<file path="config.mk">
export PLATFORM = sky130hd
export DESIGN_NAME = fetch_prefetch_queue
export DESIGN_NICKNAME = d
export VERILOG_FILES = /design/src/rtl/fetch_pkg.sv /design/src/rtl/fetch_fifo.sv /design/src/rtl/fetch_prefetch_queue.sv
export SDC_FILE = /design/constraint.sdc
export NUM_CORES = 1
export LEC_CHECK = 0
export CORE_AREA = 10 10 240 242
export CTS_CLUSTER_DIAMETER = 200
export DETAILED_ROUTE_END_ITERATION = 12
export DIE_AREA = 0 0 250 252
export HOLD_SLACK_MARGIN = 0.1
export SLEW_MARGIN = 20
export SYNTH_ARGS = -nofsm -noshare
export SYNTH_HDL_FRONTEND = slang
export SYNTH_HIERARCHICAL = 1
export SYNTH_SLANG_ARGS = --single-unit
</file>
<file path="constraint.sdc">
create_clock -name clk -period 9.51 [get_ports clk]
set_input_delay 1.4265 -clock clk [delete_from_list [all_inputs] [get_ports clk]]
set_output_delay 1.4265 -clock clk [all_outputs]
set_load 0.02 [all_outputs]
</file>
<file path="src/rtl/fetch_pkg.sv">
// rtl/fetch_pkg.sv - shared state encoding and default-width queue entry for the fetch stage
package fetch_pkg;

  typedef enum logic [1:0] {
    ST_IDLE  = 2'd0,
    ST_REQ   = 2'd1,
    ST_HOLD  = 2'd2,
    ST_DRAIN = 2'd3
  } fetch_state_e;

  localparam int unsigned FETCH_XLEN_DEF = 32;
  localparam int unsigned FETCH_ADDR_DEF = 32;

  // Queue entry at the default widths; pc sits above data when packed.
  typedef struct packed {
    logic [FETCH_ADDR_DEF-1:0] pc;
    logic [FETCH_XLEN_DEF-1:0] data;
  } fetch_entry_t;

endpackage

</file>
<file path="src/rtl/fetch_fifo.sv">
// rtl/fetch_fifo.sv - synchronous FIFO with flush, occupancy count and registered head
module fetch_fifo #(
  parameter int unsigned QDEPTH = 4,
  parameter int unsigned WIDTH  = 64
) (
  input  logic                       clk_i,
  input  logic                       rst_i,
  input  logic                       flush_i,
  input  logic                       push_i,
  input  logic [WIDTH-1:0]           push_data_i,
  input  logic                       pop_i,
  output logic [$clog2(QDEPTH):0]    count_o,
  output logic [WIDTH-1:0]           head_o
);

  localparam int unsigned PTR_W = $clog2(QDEPTH);
  localparam int unsigned CNT_W = PTR_W + 1;
  localparam logic [CNT_W-1:0] FULL_C = CNT_W'(QDEPTH);

  logic [WIDTH-1:0] mem_q [QDEPTH];
  logic [PTR_W-1:0] wr_ptr_q, rd_ptr_q;
  logic [CNT_W-1:0] count_q, count_d;
  logic             push_ok, pop_ok;

  assign push_ok = push_i & (count_q != FULL_C);
  assign pop_ok  = pop_i & (count_q != '0);

  always_comb begin
    count_d = count_q;
    unique case ({push_ok, pop_ok})
      2'b10:   count_d = count_q + CNT_W'(1);
      2'b01:   count_d = count_q - CNT_W'(1);
      default: count_d = count_q;
    endcase
  end

  // Flush wins over push/pop so a redirect never keeps stale entries.
  always_ff @(posedge clk_i) begin
    if (rst_i || flush_i) begin
      wr_ptr_q <= '0;
      rd_ptr_q <= '0;
      count_q  <= '0;
    end else begin
      if (push_ok) wr_ptr_q <= wr_ptr_q + PTR_W'(1);
      if (pop_ok)  rd_ptr_q <= rd_ptr_q + PTR_W'(1);
      count_q <= count_d;
    end
  end

  always_ff @(posedge clk_i) begin
    if (push_ok && !rst_i && !flush_i) mem_q[wr_ptr_q] <= push_data_i;
  end

  assign count_o = count_q;
  assign head_o  = mem_q[rd_ptr_q];

endmodule

</file>
<file path="src/rtl/fetch_prefetch_queue.sv">
// rtl/fetch_prefetch_queue.sv - sequential instruction fetch with prefetch queue and redirect handling
module fetch_prefetch_queue
  import fetch_pkg::*;
#(
  parameter int unsigned XLEN           = 32,
  parameter int unsigned READ_ADDR_SIZE = 32,
  parameter int unsigned QDEPTH         = 4,
  parameter int unsigned INSTR_BYTES    = 4,
  parameter logic [READ_ADDR_SIZE-1:0] RESET_PC = '0
) (
  input  logic                      clk,
  input  logic                      rst,
  input  logic                      startSig,
  input  logic                      interrupt_start,
  input  logic                      branch_redirect,
  input  logic [READ_ADDR_SIZE-1:0] redirect_pc,
  input  logic                      beforePipReadyToSend,
  output logic                      mem_readEn,
  output logic [READ_ADDR_SIZE-1:0] mem_read_addr,
  input  logic [XLEN-1:0]           mem_read_data,
  input  logic                      readFin,
  input  logic                      nextPipReadyToRcv,
  output logic                      curPipReadyToSend,
  output logic                      curPipReadyToRcv,
  output logic [XLEN-1:0]           fetch_data,
  output logic [READ_ADDR_SIZE-1:0] fetch_cur_pc,
  output logic [READ_ADDR_SIZE-1:0] fetch_nxt_pc
);

  localparam int unsigned CNT_W = $clog2(QDEPTH) + 1;
  localparam logic [CNT_W-1:0] QDEPTH_C = CNT_W'(QDEPTH);
  localparam logic [READ_ADDR_SIZE-1:0] STEP_C = READ_ADDR_SIZE'(INSTR_BYTES);

  typedef struct packed {
    logic [READ_ADDR_SIZE-1:0] pc;
    logic [XLEN-1:0]           data;
  } entry_t;

  fetch_state_e              state_q;
  logic [READ_ADDR_SIZE-1:0] fetch_pc_q;
  logic                      drop_q;
  logic                      mem_read_en_q;

  logic                      redirect;
  logic                      push;
  logic                      pop;
  logic                      head_valid;
  logic                      issue;
  fetch_state_e              go_state;
  logic [CNT_W-1:0]          count;
  logic [CNT_W-1:0]          count_next;
  entry_t                    push_entry;
  entry_t                    head;

  assign redirect   = startSig | interrupt_start | branch_redirect;
  assign push       = (state_q == ST_REQ) & readFin & ~redirect;
  assign head_valid = (count != '0) & ~redirect;
  assign pop        = head_valid & nextPipReadyToRcv;

  // Occupancy after this edge, used to reserve a slot before issuing.
  always_comb begin
    count_next = count;
    if (redirect) begin
      count_next = '0;
    end else begin
      unique case ({push, pop})
        2'b10:   count_next = count + CNT_W'(1);
        2'b01:   count_next = count - CNT_W'(1);
        default: count_next = count;
      endcase
    end
  end

  assign issue    = beforePipReadyToSend & (count_next < QDEPTH_C);
  assign go_state = issue ? ST_REQ : ST_HOLD;

  always_ff @(posedge clk) begin
    if (rst) begin
      state_q       <= ST_IDLE;
      fetch_pc_q    <= RESET_PC;
      drop_q        <= 1'b0;
      mem_read_en_q <= 1'b0;
    end else begin
      unique case (state_q)
        ST_IDLE: begin
          if (redirect) begin
            fetch_pc_q    <= redirect_pc;
            state_q       <= go_state;
            mem_read_en_q <= issue;
          end
        end
        ST_REQ: begin
          if (redirect) begin
            fetch_pc_q <= redirect_pc;
            if (readFin) begin
              state_q       <= go_state;
              mem_read_en_q <= issue;
            end else begin
              // Read still in flight: wait for its completion and discard it.
              state_q       <= ST_DRAIN;
              drop_q        <= 1'b1;
              mem_read_en_q <= 1'b0;
            end
          end else if (readFin) begin
            fetch_pc_q    <= fetch_pc_q + STEP_C;
            state_q       <= go_state;
            mem_read_en_q <= issue;
          end
        end
        ST_HOLD: begin
          if (redirect) fetch_pc_q <= redirect_pc;
          state_q       <= go_state;
          mem_read_en_q <= issue;
        end
        ST_DRAIN: begin
          if (redirect) fetch_pc_q <= redirect_pc;
          if (readFin && drop_q) begin
            drop_q        <= 1'b0;
            state_q       <= go_state;
            mem_read_en_q <= issue;
          end
        end
        default: begin
          state_q       <= ST_IDLE;
          mem_read_en_q <= 1'b0;
        end
      endcase
    end
  end

  assign push_entry = '{pc: fetch_pc_q, data: mem_read_data};

  fetch_fifo #(
    .QDEPTH (QDEPTH),
    .WIDTH  (READ_ADDR_SIZE + XLEN)
  ) u_fifo (
    .clk_i       (clk),
    .rst_i       (rst),
    .flush_i     (redirect),
    .push_i      (push),
    .push_data_i (push_entry),
    .pop_i       (pop),
    .count_o     (count),
    .head_o      (head)
  );

  assign mem_readEn        = mem_read_en_q;
  assign mem_read_addr     = fetch_pc_q;
  assign curPipReadyToSend = head_valid;
  assign curPipReadyToRcv  = (state_q != ST_IDLE) & ~redirect;

  // Head fields read as zero while the queue is empty, matching the reset view.
  assign fetch_data   = (count != '0) ? head.data : '0;
  assign fetch_cur_pc = (count != '0) ? head.pc : '0;
  assign fetch_nxt_pc = (count != '0) ? (head.pc + STEP_C) : '0;

endmodule

</file>
Yosys cells after proc, flatten, opt, wreduce, memory -nomap -nowiden
Memory sizes are Yosys's and may differ from the RTL's. A register that Yosys moved wholly into a read port is not among the register bits.
Cells that the tools add are included.

word-level totals
  bits of input ports = 72
  bits in read-only memories = 0
  word-level logic and storage cells = 86
  bits in latches = 0
  output and inout bits = 131
  memories = 1
  register bits after elaboration = 43
  bits in writable memories = 256

memories
  memory        depth  width  read ports  clocked after Yosys merged registers in  wr ports  line              source
  u_fifo.mem_q  4      64     1           1                                        1         fetch_fifo.sv:20  logic [WIDTH-1:0] mem_q [QDEPTH];

operators by class
  reductions and logical operators = 15
  $add $sub $neg = 6
  equal/unequal tests = 14
  muxes and demuxes = 31
  div/mod/pow operators = 0
  $lt $le $gt $ge = 1
  shift-type cells = 0
  multiply operators = 0
  bitwise logic cells = 11

operators by type and width
  cell                                                 count
  two-way mux 32 bit                                   6
  adder 32 x 3 -> 32 bit, second input constant        2
  one-hot mux 32 bit (2 select lines)                  1
  two-way mux 2 bit                                    8
  one-hot mux 3 bit (2 select lines)                   2
  two-way mux 1 bit                                    10
  bitwise AND 1 bit                                    8
  equality test 2 bit, second input constant           4
  inequality test 2 bit, second input constant         4
  one-hot mux 2 bit (4 select lines)                   1
  equality test 2 x 1 -> 1 bit, second input constant  3
  inequality test 3 bit, second input constant         2
  nonzero test 2 bit                                   3
  adder 2 x 1 -> 2 bit, second input constant          2
  one-hot mux 1 bit (4 select lines)                   1
  AND reduction 4 bit                                  1
  adder 3 x 1 -> 3 bit, second input constant          1
  logical AND 1 bit                                    3
  less-than comparator 3 bit, second input constant    1
  two-way mux 3 bit                                    1
  AND reduction 3 bit                                  1
  nonzero test 3 bit                                   1
  OR reduction 3 bit                                   1
  subtractor 3 x 1 -> 3 bit, second input constant     1
  8 further kinds                                      10

Depth between registers and ports, before layout
Gate-level depths: netlist of run 1.

  depth in word-level cells = 14
  gate-level depth with buffers = 13
  depth with buffers taken out = 11

Cells and area by module
The synthesis of run 1 kept the hierarchy.

modules (own cells, without submodules)
  module                area an instance (sq um)  instances  seq. area each (sq um)  cells each
  fetch_fifo            9719.3                    1          7867.5                  385
  fetch_prefetch_queue  3334.4                    1          720.7                   460

Worst setup path before layout of run 1
OpenSTA, ideal clock, no wires.

  kind = in2reg
  start point = in branch_redirect
  end point = reg state_q[1]
  data required time = 9.379 ns
  path slack = 5.174 ns
  arrival = 4.205 ns
  library setup time = 0.131 ns
  stages on the path = 12
  path buffers = 1
  path through = nor3_2 inv_1 clkbuf_1 nor2_1 and2_1 ha_1 ha_1 a21oi_1 xnor2_1 a21boi_0 or4b_2 nor4bb_1

on the way
  longest elaborated chain between the ends = 13
  elaborated cells on any way between the ends = 21
  classes of those cells = 1 x order compare; 4 x eq/ne; 9 x mux; 6 x bitwise; 1 x reduce/logical

RTL lines
  element                                                                     line                                                     source
  start, declared                                                             fetch_prefetch_queue.sv:15                               input logic branch_redirect,
  OR 1 bit (*)                                                                fetch_prefetch_queue.sv:55                               assign redirect = startSig | interrupt_start | branch_redirect;
  inverter 1 bit (*)                                                          fetch_prefetch_queue.sv:57                               assign head_valid = (count != '0) & ~redirect;
  bitwise AND 1 bit (*)                                                       fetch_prefetch_queue.sv:57
  net curPipReadyToSend                                                       fetch_prefetch_queue.sv:23                               output logic curPipReadyToSend,
  bitwise AND 1 bit (*)                                                       fetch_prefetch_queue.sv:58                               assign pop = head_valid & nextPipReadyToRcv;
  net pop                                                                     fetch_prefetch_queue.sv:46                               logic pop;
  equality test 2 x 1 -> 1 bit / equality test 2 bit (equally long branches)  fetch_prefetch_queue.sv:66                               unique case ({push, pop})
  one-hot mux 3 bit (2 select lines) (*)                                      fetch_prefetch_queue.sv:66
  two-way mux 3 bit (*)                                                       fetch_prefetch_queue.sv:63                               if (redirect) begin
  less-than comparator 3 bit (*)                                              fetch_prefetch_queue.sv:74                               assign issue = beforePipReadyToSend & (count_next < QDEPTH_C);
  bitwise AND 1 bit (*)                                                       fetch_prefetch_queue.sv:74
  two-way mux 2 bit (*)                                                       fetch_prefetch_queue.sv:75                               assign go_state = issue ? ST_REQ : ST_HOLD;
  two-way mux 2 bit, on equally long branches                                 fetch_prefetch_queue.sv:104, fetch_prefetch_queue.sv:95
  two-way mux 2 bit                                                           fetch_prefetch_queue.sv:93                               if (redirect) begin
  one-hot mux 2 bit (4 select lines) (*)                                      fetch_prefetch_queue.sv:84                               unique case (state_q)
  end signal, assigned                                                        fetch_prefetch_queue.sv:88                               state_q <= go_state;
  end signal, assigned                                                        fetch_prefetch_queue.sv:96                               state_q <= go_state;
  end signal, assigned                                                        fetch_prefetch_queue.sv:106                              state_q <= go_state;
  end, declared                                                               fetch_prefetch_queue.sv:39                               fetch_state_e state_q;

Mark *: on every way through the listed nets, which the timed path passes. The rest lies on a longest branch. The select of a mux whose other input is x is not followed.
A chain may end at the register's enable or synchronous reset.

==> results of run 1 <==
[worst paths after layout]
check / start / to / slack, ns
max: flip-flop / fetch_nxt_pc[29] / 3.85
min: u_fifo/wr_ptr_q[0] / u_fifo/wr_ptr_q[0] / 0.51
max reg2reg: state_q[0] / u_fifo/mem_q[1][17] / 6.19
min reg2reg: u_fifo/wr_ptr_q[0] / u_fifo/wr_ptr_q[0] / 0.51
[area by class of cell]
cell class                 count  area (um^2)  share of cell area
antenna                        2        5.005           0.0002940
inverter                      18        67.56            0.003969
timing repair buffer         212         2097              0.1232
sequential                   301         8596              0.5049
clock inverter                20        282.8             0.01661
clock buffer                  42        944.7             0.05549
tap                          688        860.8             0.05056
multi-input combinational    481         4172              0.2450
[registers in the layout, indices dropped and copies added (netlist names), named ones only]
signal           cells
drop_q               1
mem_readEn           1
mem_read_addr       32
state_q              2
u_fifo/count_o       3
u_fifo/mem_q       256
u_fifo/rd_ptr_q      2
u_fifo/wr_ptr_q      2
[routing by layer]
metal	vias to the layer above	GRT usage	share of wire
met5	-	0	0.00036
met1	4031	0.1440	0.44
li1	3669	-	-
met4	2	0.03115	0.019
met3	48	0.02819	0.053
met2	192	0.1867	0.48
[cells in the mapped netlist, types with 2 or more instances]
master | n | area share
sky130_fd_sc_hd__inv_1 | 18 | 0.0052
sky130_fd_sc_hd__dfxtp_1 | 45 | 0.069
sky130_fd_sc_hd__nor3_2 | 3 | 0.0023
sky130_fd_sc_hd__a31oi_1 | 4 | 0.0019
sky130_fd_sc_hd__or3_1 | 4 | 0.0019
sky130_fd_sc_hd__a211oi_2 | 4 | 0.0038
sky130_fd_sc_hd__o22ai_1 | 2 | 0.00096
sky130_fd_sc_hd__buf_6 | 7 | 0.0060
sky130_fd_sc_hd__and4_1 | 5 | 0.0034
sky130_fd_sc_hd__nand3_1 | 24 | 0.0092
sky130_fd_sc_hd__nor3_1 | 8 | 0.0031
sky130_fd_sc_hd__nor4_4 | 3 | 0.0049
sky130_fd_sc_hd__nor2b_1 | 66 | 0.032
sky130_fd_sc_hd__xor2_1 | 29 | 0.019
sky130_fd_sc_hd__nand2_1 | 37 | 0.011
sky130_fd_sc_hd__or3_2 | 2 | 0.0011
sky130_fd_sc_hd__nor4b_2 | 2 | 0.0023
sky130_fd_sc_hd__o21bai_1 | 5 | 0.0029
sky130_fd_sc_hd__nor4_2 | 2 | 0.0019
sky130_fd_sc_hd__o21ai_0 | 12 | 0.0046
sky130_fd_sc_hd__mux4_2 | 64 | 0.11
sky130_fd_sc_hd__and3_2 | 4 | 0.0023
sky130_fd_sc_hd__edfxtp_1 | 256 | 0.59
sky130_fd_sc_hd__and3_1 | 4 | 0.0019
sky130_fd_sc_hd__clkbuf_1 | 17 | 0.0049
sky130_fd_sc_hd__buf_1 | 6 | 0.0017
sky130_fd_sc_hd__nor4_1 | 5 | 0.0024
sky130_fd_sc_hd__nand4_2 | 2 | 0.0019
sky130_fd_sc_hd__a311oi_1 | 5 | 0.0034
sky130_fd_sc_hd__xnor2_1 | 15 | 0.010
sky130_fd_sc_hd__nand4_1 | 19 | 0.0091
sky130_fd_sc_hd__a211oi_1 | 13 | 0.0075
sky130_fd_sc_hd__buf_2 | 10 | 0.0038
sky130_fd_sc_hd__buf_4 | 5 | 0.0029
sky130_fd_sc_hd__a21boi_0 | 2 | 0.0011
sky130_fd_sc_hd__and2_1 | 5 | 0.0024
sky130_fd_sc_hd__a21oi_1 | 21 | 0.0081
sky130_fd_sc_hd__nor2_1 | 74 | 0.021
sky130_fd_sc_hd__ha_1 | 9 | 0.0086
[worst reg2reg max path, cell delays in order (launching register included)]
cell and delay, ns:
sky130_fd_sc_hd__dfxtp_1 0.48, sky130_fd_sc_hd__and3b_1 0.55, sky130_fd_sc_hd__nand2_1 0.24, sky130_fd_sc_hd__inv_1 0.27, sky130_fd_sc_hd__and2_4 0.24, sky130_fd_sc_hd__and3_4 0.39
sky130_fd_sc_hd__buf_4 0.72
[kinds of logic after synthesis]
kind of cell	Yosys count	share of synthesized area
XOR/XNOR	44	0.02952
AND/OR/NAND/NOR	281	0.1236
flip-flops	301	0.6579
multiplexers	65	0.1113
adder cells (fa/ha/maj)	10	0.01016
AO/OA/AOI/OAI	81	0.04304
buffers and inverters	63	0.02454
[power groups by stage]
stage | clock [mW] | sequential [mW] | combinational [mW]
3_5_place_dp | 0 | 1.50 | 0.117
4_1_cts | 1.47 | 1.47 | 0.117
6_report | 1.43 | 1.47 | 0.115
2_1_floorplan | 0 | 1.50 | 0.0350
3_3_place_gp | 0 | 1.50 | 0.115
5_1_grt | 1.53 | 1.48 | 0.124
[per-stage QoR]
stage	hold WS [ns]	cell area, um^2	instances
floorplan	0.4623	13050	845
global placement	0.4824	15790	1700
detailed placement	0.4983	15790	1700
CTS	0.5059	17020	1762
global route	0.5393	17020	1762
finish	0.5083	17030	1764
==> impl_metrics.xml, run 1 <==
<?xml version="1.0" encoding="UTF-8"?>
<metrics>
  <group name="power_and_ir_drop">
    <metric name="post-layout-total-power" unit="mW">3.015</metric>
    <metric name="power_frac_clock" unit="">0.473</metric>
    <metric name="switching_share" unit="">0.2037</metric>
    <metric name="p_switching" unit="mW">0.6140</metric>
    <metric name="ir_worst_vdd" unit="mV">0.1051</metric>
    <metric name="comb_power_share" unit="">0.038</metric>
    <metric name="static-leakage-power" unit="nW">5.249</metric>
    <metric name="power.sequential.fraction" unit="">0.489</metric>
    <metric name="cellPowerDensity" unit="nW/um^2">177.1</metric>
    <metric name="power.internal" unit="mW">2.401</metric>
  </group>
  <group name="yosys">
    <metric name="synth.lib_cells_used.distinct" unit="">66</metric>
    <metric name="synth.net_count" unit="">927</metric>
    <metric name="post_synthesis_async_set_or_reset_flop_share" unit="">0</metric>
    <metric name="syn-cell-area" unit="um^2">13050</metric>
    <metric name="yosys_warnings" unit="">6</metric>
    <metric name="ys.flop_type" unit="">sky130_fd_sc_hd__edfxtp_1</metric>
    <metric name="ys_ff_latch" unit="">301</metric>
    <metric name="syn_area_cell" unit="um^2">15.45</metric>
    <metric name="seq_area_frac_synth" unit="">0.6579</metric>
    <metric name="synth_enable_flop_cells" unit="">256</metric>
    <metric name="syn-instance-count" unit="">845</metric>
  </group>
  <group name="sta">
    <metric name="max_frequency" unit="MHz">176.7</metric>
    <metric name="report.final.slew_viol_count" unit="">0</metric>
    <metric name="timing_hold_violations_final" unit="">0</metric>
    <metric name="finalCriticalPeriod" unit="ns">5.659</metric>
    <metric name="relSlewSlack" unit="">0.3830</metric>
    <metric name="setup-violations-final" unit="">0</metric>
    <metric name="fin_tns_setup" unit="ns">0</metric>
    <metric name="timing.final.ws_setup" unit="ns">3.851</metric>
    <metric name="setup_repair_after_global_routing_missed_its_margin" unit="">no</metric>
    <metric name="final_min_period_over_clock_period" unit="">0.5951</metric>
    <metric name="clock_skew" unit="ns">0.01635</metric>
    <metric name="timing_worst_slew_pin_value" unit="ns">0.9255</metric>
  </group>
  <group name="worst_setup_path">
    <metric name="worst_path_largest_cell_delay" unit="ns">0.95</metric>
    <metric name="crit_chain" unit="">mux4_2 -&gt; nand4_2 -&gt; nor4_4 -&gt; nand2_1 -&gt; nor3_2 -&gt; mux2_2 -&gt; clkdlybuf4s50_1</metric>
    <metric name="critical_path.top_delay_family" unit="">simple AND/OR/NAND/NOR gates</metric>
    <metric name="path_buf_inv" unit="">1</metric>
    <metric name="worst-endpoint-required" unit="ns">8.08</metric>
    <metric name="worst_path_max_delay_cell" unit="">sky130_fd_sc_hd__dfxtp_4</metric>
    <metric name="worstPathArrival" unit="ns">4.23</metric>
    <metric name="critical_path_class" unit="">flip-flop to output pin</metric>
    <metric name="start_kind" unit="">flip-flop</metric>
    <metric name="cp.depth" unit="">7</metric>
    <metric name="crit_path_max_fanout" unit="">42</metric>
    <metric name="number_of_cells_on_the_worst_reg_to_reg_path" unit="">6</metric>
    <metric name="timing.critical_path.to_type" unit="">output pin</metric>
  </group>
  <group name="floorplanning">
    <metric name="rows" unit="">84</metric>
    <metric name="initial_utilization" unit="">0.2489</metric>
    <metric name="core_area" unit="um^2">52450</metric>
    <metric name="floorplan.io_pins" unit="">203</metric>
    <metric name="fp.dieArea" unit="um^2">63000</metric>
    <metric name="floorplan_die_width" unit="um">250</metric>
    <metric name="chipHeight" unit="um">252</metric>
  </group>
  <group name="route">
    <metric name="drt-pass1-iter-count" unit="">5</metric>
    <metric name="drt-initial-drc-count" unit="">479</metric>
    <metric name="drcViolationCount" unit="">0</metric>
    <metric name="route.vias.total" unit="">7942</metric>
    <metric name="antenna_violating_nets_post_route" unit="">0</metric>
    <metric name="wirelength" unit="mm">36.27</metric>
    <metric name="drt-wirelength-per-cell" unit="um">20.56</metric>
    <metric name="vias_per_cell" unit="">4.502</metric>
  </group>
  <group name="clocking">
    <metric name="h-tree-depth" unit="">2</metric>
    <metric name="tritoncts" unit="">done</metric>
    <metric name="cts_sinks" unit="">301</metric>
    <metric name="cts_buffer_depth" unit="">3</metric>
    <metric name="cts.repair.resized" unit="">0</metric>
    <metric name="postCtsSetupRepairBufs" unit="">0</metric>
    <metric name="clock_latency_at_the_later_pin_of_the_worst_skew_pair" unit="ns">0.53</metric>
    <metric name="clk_transition_reported_paths" unit="ns">0.06</metric>
    <metric name="cts.hold.buffers_added" unit="">0</metric>
    <metric name="cts_made_buffers" unit="">35</metric>
    <metric name="cts_root_buffer" unit="">sky130_fd_sc_hd__clkbuf_16</metric>
  </group>
  <group name="outcome">
    <metric name="status" unit="">complete, no violations</metric>
  </group>
  <group name="global_route">
    <metric name="global_route_overflow" unit="">0</metric>
    <metric name="via_count_of_the_first_global_routing_pass" unit="">8294</metric>
    <metric name="grt_first_pass_wirelength" unit="mm">54.44</metric>
    <metric name="grt_usage" unit="">0.1127</metric>
    <metric name="grt_antenna_before_repair" unit="">1</metric>
    <metric name="grt_max_degree" unit="">71</metric>
  </group>
  <group name="cells_and_area">
    <metric name="share_of_layout_cells_above_drive_strength_1" unit="">0.1508</metric>
    <metric name="syn_to_final_growth" unit="%">30.42</metric>
    <metric name="utilization" unit="">0.3246</metric>
    <metric name="layout.cells.most_common_list" unit="">sky130_fd_sc_hd__edfxtp_1, sky130_fd_sc_hd__clkdlybuf4s50_1, sky130_fd_sc_hd__nor2_1, sky130_fd_sc_hd__nor2b_1, sky130_fd_sc_hd__mux4_2</metric>
    <metric name="nFillCells" unit="">5100</metric>
    <metric name="layout.nets" unit="">1131</metric>
    <metric name="mostFrequentLayoutCell" unit="">sky130_fd_sc_hd__edfxtp_1</metric>
  </group>
  <group name="place">
    <metric name="dp_hpwl" unit="mm">24.50</metric>
    <metric name="routabilityCongestion" unit="">0.7917</metric>
    <metric name="placement.io_buffers" unit="">202</metric>
    <metric name="post-place-ws" unit="ns">4.048</metric>
  </group>
  <group name="hold_path">
    <metric name="hold_path_depth" unit="">2</metric>
    <metric name="hold_path.class" unit="">flip-flop to flip-flop</metric>
  </group>
  <group name="run">
    <metric name="max_capacitance_violation_count" unit="">0</metric>
  </group>
</metrics>
(Power assumes the default switching activity.)
==> run 2, diff against run 1 <==
Clock period 9.51 ns to 5.7 ns, I/O delays scaled along.
==> impl_metrics.xml, run 2 (synthesized netlist as in run 1, its figures left out) <==
<?xml version="1.0" encoding="UTF-8"?>
<metrics>
  <group name="outcome">
    <metric name="status" unit="">complete, no violations</metric>
  </group>
  <group name="route">
    <metric name="drt-wirelength-per-cell" unit="um">20.68</metric>
    <metric name="drt-pass1-iter-count" unit="">5</metric>
    <metric name="antenna_violating_nets_post_route" unit="">0</metric>
    <metric name="wirelength_met1" unit="mm">15.47</metric>
    <metric name="drt-initial-drc-count" unit="">487</metric>
    <metric name="routed-wl-met2" unit="mm">18.08</metric>
    <metric name="drcViolationCount" unit="">0</metric>
    <metric name="wirelength" unit="mm">36.61</metric>
    <metric name="amount_of_wire_on_met3_after_detailed_routing" unit="mm">2.376</metric>
    <metric name="route.vias.total" unit="">8020</metric>
    <metric name="routed.top_layer" unit="">met5</metric>
    <metric name="vias_per_cell" unit="">4.531</metric>
  </group>
  <group name="worst_setup_path">
    <metric name="worst_path_largest_cell_delay" unit="ns">0.71</metric>
    <metric name="worstPathArrival" unit="ns">3.79</metric>
    <metric name="start_kind" unit="">flip-flop</metric>
    <metric name="reg2reg_setup_slack" unit="ns">2.70</metric>
    <metric name="number_of_cells_on_the_worst_reg_to_reg_path" unit="">10</metric>
    <metric name="critical_path_class" unit="">flip-flop to output pin</metric>
    <metric name="critical_path_destination" unit="">fetch_nxt_pc[29]</metric>
    <metric name="crit_path_max_fanout" unit="">22</metric>
    <metric name="worst_path_max_delay_cell" unit="">sky130_fd_sc_hd__nor4_4</metric>
    <metric name="path_buf_inv" unit="">1</metric>
    <metric name="critical_path.top_delay_family" unit="">simple AND/OR/NAND/NOR gates</metric>
    <metric name="timing.critical_path.to_type" unit="">output pin</metric>
    <metric name="crit_chain" unit="">mux4_2 -&gt; nand4_1 -&gt; nor4_4 -&gt; nand2_1 -&gt; nor3_2 -&gt; mux2_2 -&gt; clkdlybuf4s50_1</metric>
    <metric name="cp.depth" unit="">7</metric>
    <metric name="reg2reg_to" unit="">state_q[1]</metric>
    <metric name="worst-endpoint-required" unit="ns">4.85</metric>
    <metric name="crit-reg2reg-launch" unit="">u_fifo/count_o[2]</metric>
  </group>
  <group name="power_and_ir_drop">
    <metric name="power_frac_clock" unit="">0.466</metric>
    <metric name="static-leakage-power" unit="nW">5.279</metric>
    <metric name="p_switching" unit="mW">1.028</metric>
    <metric name="switching_share" unit="">0.2068</metric>
    <metric name="power.sequential.fraction" unit="">0.495</metric>
    <metric name="comb_power_share" unit="">0.039</metric>
    <metric name="cellPowerDensity" unit="nW/um^2">291.2</metric>
    <metric name="power.internal" unit="mW">3.942</metric>
    <metric name="ir_worst_vdd" unit="mV">0.1446</metric>
  </group>
  <group name="clocking">
    <metric name="tritoncts" unit="">done</metric>
    <metric name="cts_root_buffer" unit="">sky130_fd_sc_hd__clkbuf_16</metric>
    <metric name="cts_made_buffers" unit="">35</metric>
    <metric name="cts.hold.buffers_added" unit="">0</metric>
    <metric name="clk_transition_reported_paths" unit="ns">0.06</metric>
    <metric name="h-tree-depth" unit="">2</metric>
    <metric name="postCtsSetupRepairBufs" unit="">0</metric>
    <metric name="cts.repair.resized" unit="">0</metric>
    <metric name="clock_latency_at_the_later_pin_of_the_worst_skew_pair" unit="ns">0.53</metric>
    <metric name="cts_buffer_depth" unit="">3</metric>
    <metric name="cts_sinks" unit="">301</metric>
  </group>
  <group name="floorplanning">
    <metric name="fp.dieArea" unit="um^2">63000</metric>
    <metric name="chipHeight" unit="um">252</metric>
    <metric name="initial_utilization" unit="">0.2489</metric>
    <metric name="floorplan.io_pins" unit="">203</metric>
    <metric name="core_area" unit="um^2">52450</metric>
    <metric name="floorplan_die_width" unit="um">250</metric>
    <metric name="rows" unit="">84</metric>
  </group>
  <group name="global_route">
    <metric name="global_route_overflow" unit="">0</metric>
    <metric name="grt_usage" unit="">0.1133</metric>
    <metric name="via_count_of_the_first_global_routing_pass" unit="">8511</metric>
    <metric name="grt_max_degree" unit="">95</metric>
    <metric name="grt_first_pass_wirelength" unit="mm">54.81</metric>
    <metric name="grt_antenna_before_repair" unit="">2</metric>
  </group>
  <group name="sta">
    <metric name="fin_tns_setup" unit="ns">0</metric>
    <metric name="final_hold_slack" unit="ns">0.4949</metric>
    <metric name="timing_worst_slew_pin_value" unit="ns">0.8007</metric>
    <metric name="relSlewSlack" unit="">0.4622</metric>
    <metric name="max_frequency" unit="MHz">215.1</metric>
    <metric name="clock_skew" unit="ns">0.02672</metric>
    <metric name="setup_repair_after_global_routing_missed_its_margin" unit="">no</metric>
    <metric name="final_min_period_over_clock_period" unit="">0.8156</metric>
    <metric name="timing_hold_violations_final" unit="">0</metric>
    <metric name="report.final.slew_viol_count" unit="">0</metric>
    <metric name="finalCriticalPeriod" unit="ns">4.649</metric>
    <metric name="setup-violations-final" unit="">0</metric>
  </group>
  <group name="place">
    <metric name="routabilityCongestion" unit="">0.7881</metric>
    <metric name="placement.io_buffers" unit="">202</metric>
    <metric name="dp_hpwl" unit="mm">25.17</metric>
  </group>
  <group name="cells_and_area">
    <metric name="mostFrequentLayoutCell" unit="">sky130_fd_sc_hd__edfxtp_1</metric>
    <metric name="top_register" unit="">u_fifo/mem_q</metric>
    <metric name="layout.cells.most_common_list" unit="">sky130_fd_sc_hd__edfxtp_1, sky130_fd_sc_hd__clkdlybuf4s50_1, sky130_fd_sc_hd__nor2_1, sky130_fd_sc_hd__nor2b_1, sky130_fd_sc_hd__mux4_2</metric>
    <metric name="largest_reg_flops" unit="">256</metric>
    <metric name="syn_to_final_growth" unit="%">30.74</metric>
    <metric name="share_of_layout_cells_above_drive_strength_1" unit="">0.1556</metric>
    <metric name="layout.nets" unit="">1137</metric>
  </group>
  <group name="hold_path">
    <metric name="hold_path.class" unit="">flip-flop to flip-flop</metric>
  </group>
  <group name="run">
    <metric name="max_capacitance_violation_count" unit="">0</metric>
  </group>
</metrics>
## run 2: stage by stage
step	worst slack, ns	power [mW]	std cells	utilization	cell area, um^2
after global routing	0.7758	5.158	1768	0.3253	17060
after detailed placement	1.498	2.704	1706	0.3025	15860
final	1.051	4.970	1770	0.3254	17070
after CTS	0.9518	5.055	1768	0.3253	17060
after floorplan	1.935	2.560	845	-	13050
after global placement	1.536	2.698	1706	0.3025	15860
## run 2: final cells by class
cell class              count  area (um^2)
clock inverters            20        275.3
well taps                 688        860.8
multi-input cells         481         4172
repair buffers            218         2167
diodes                      2        5.005
fillers                  5084        35380
inverters                  18        67.56
flip-flops and latches    301         8596
clock buffers              42        923.4
## run 2: worst reg2reg max path, delay by kind of cell (launching register included)
kind            cells  cell delay (ns)
compound gates      2             0.31
xor+xnor            1             0.15
fa+ha+maj           2             0.51
flops               1             0.38
simple gates        5             1.52
## run 2: worst min-delay path by stage
stage	from	end	slack (ns)	cells past startpoint
after floorplan	u_fifo/wr_ptr_q[0]	u_fifo/wr_ptr_q[0]	0.46	2
after global placement	u_fifo/wr_ptr_q[0]	u_fifo/wr_ptr_q[0]	0.48	2
after detailed placement	u_fifo/wr_ptr_q[0]	u_fifo/wr_ptr_q[0]	0.48	2
after CTS	u_fifo/wr_ptr_q[0]	u_fifo/wr_ptr_q[0]	0.50	2
after global routing	u_fifo/wr_ptr_q[0]	u_fifo/wr_ptr_q[0]	0.53	2
final	u_fifo/wr_ptr_q[0]	u_fifo/wr_ptr_q[0]	0.49	2
## run 2: layer usage
metal | track usage | vias to the layer above
met4 | 0.03167 | 4
met3 | 0.03229 | 39
met1 | 0.1397 | 4072
met5 | 0 | -
met2 | 0.1904 | 220
li1 | - | 3685
## run 2: power groups by stage
stage               Sequential (mW)  Combinational (mW)  Clock [mW]
finish                         2.46               0.192        2.32
detailed placement             2.51               0.195           0
CTS                            2.46               0.196        2.40
global placement               2.51               0.192           0
global route                   2.47               0.208        2.48
floorplan                      2.50              0.0584           0
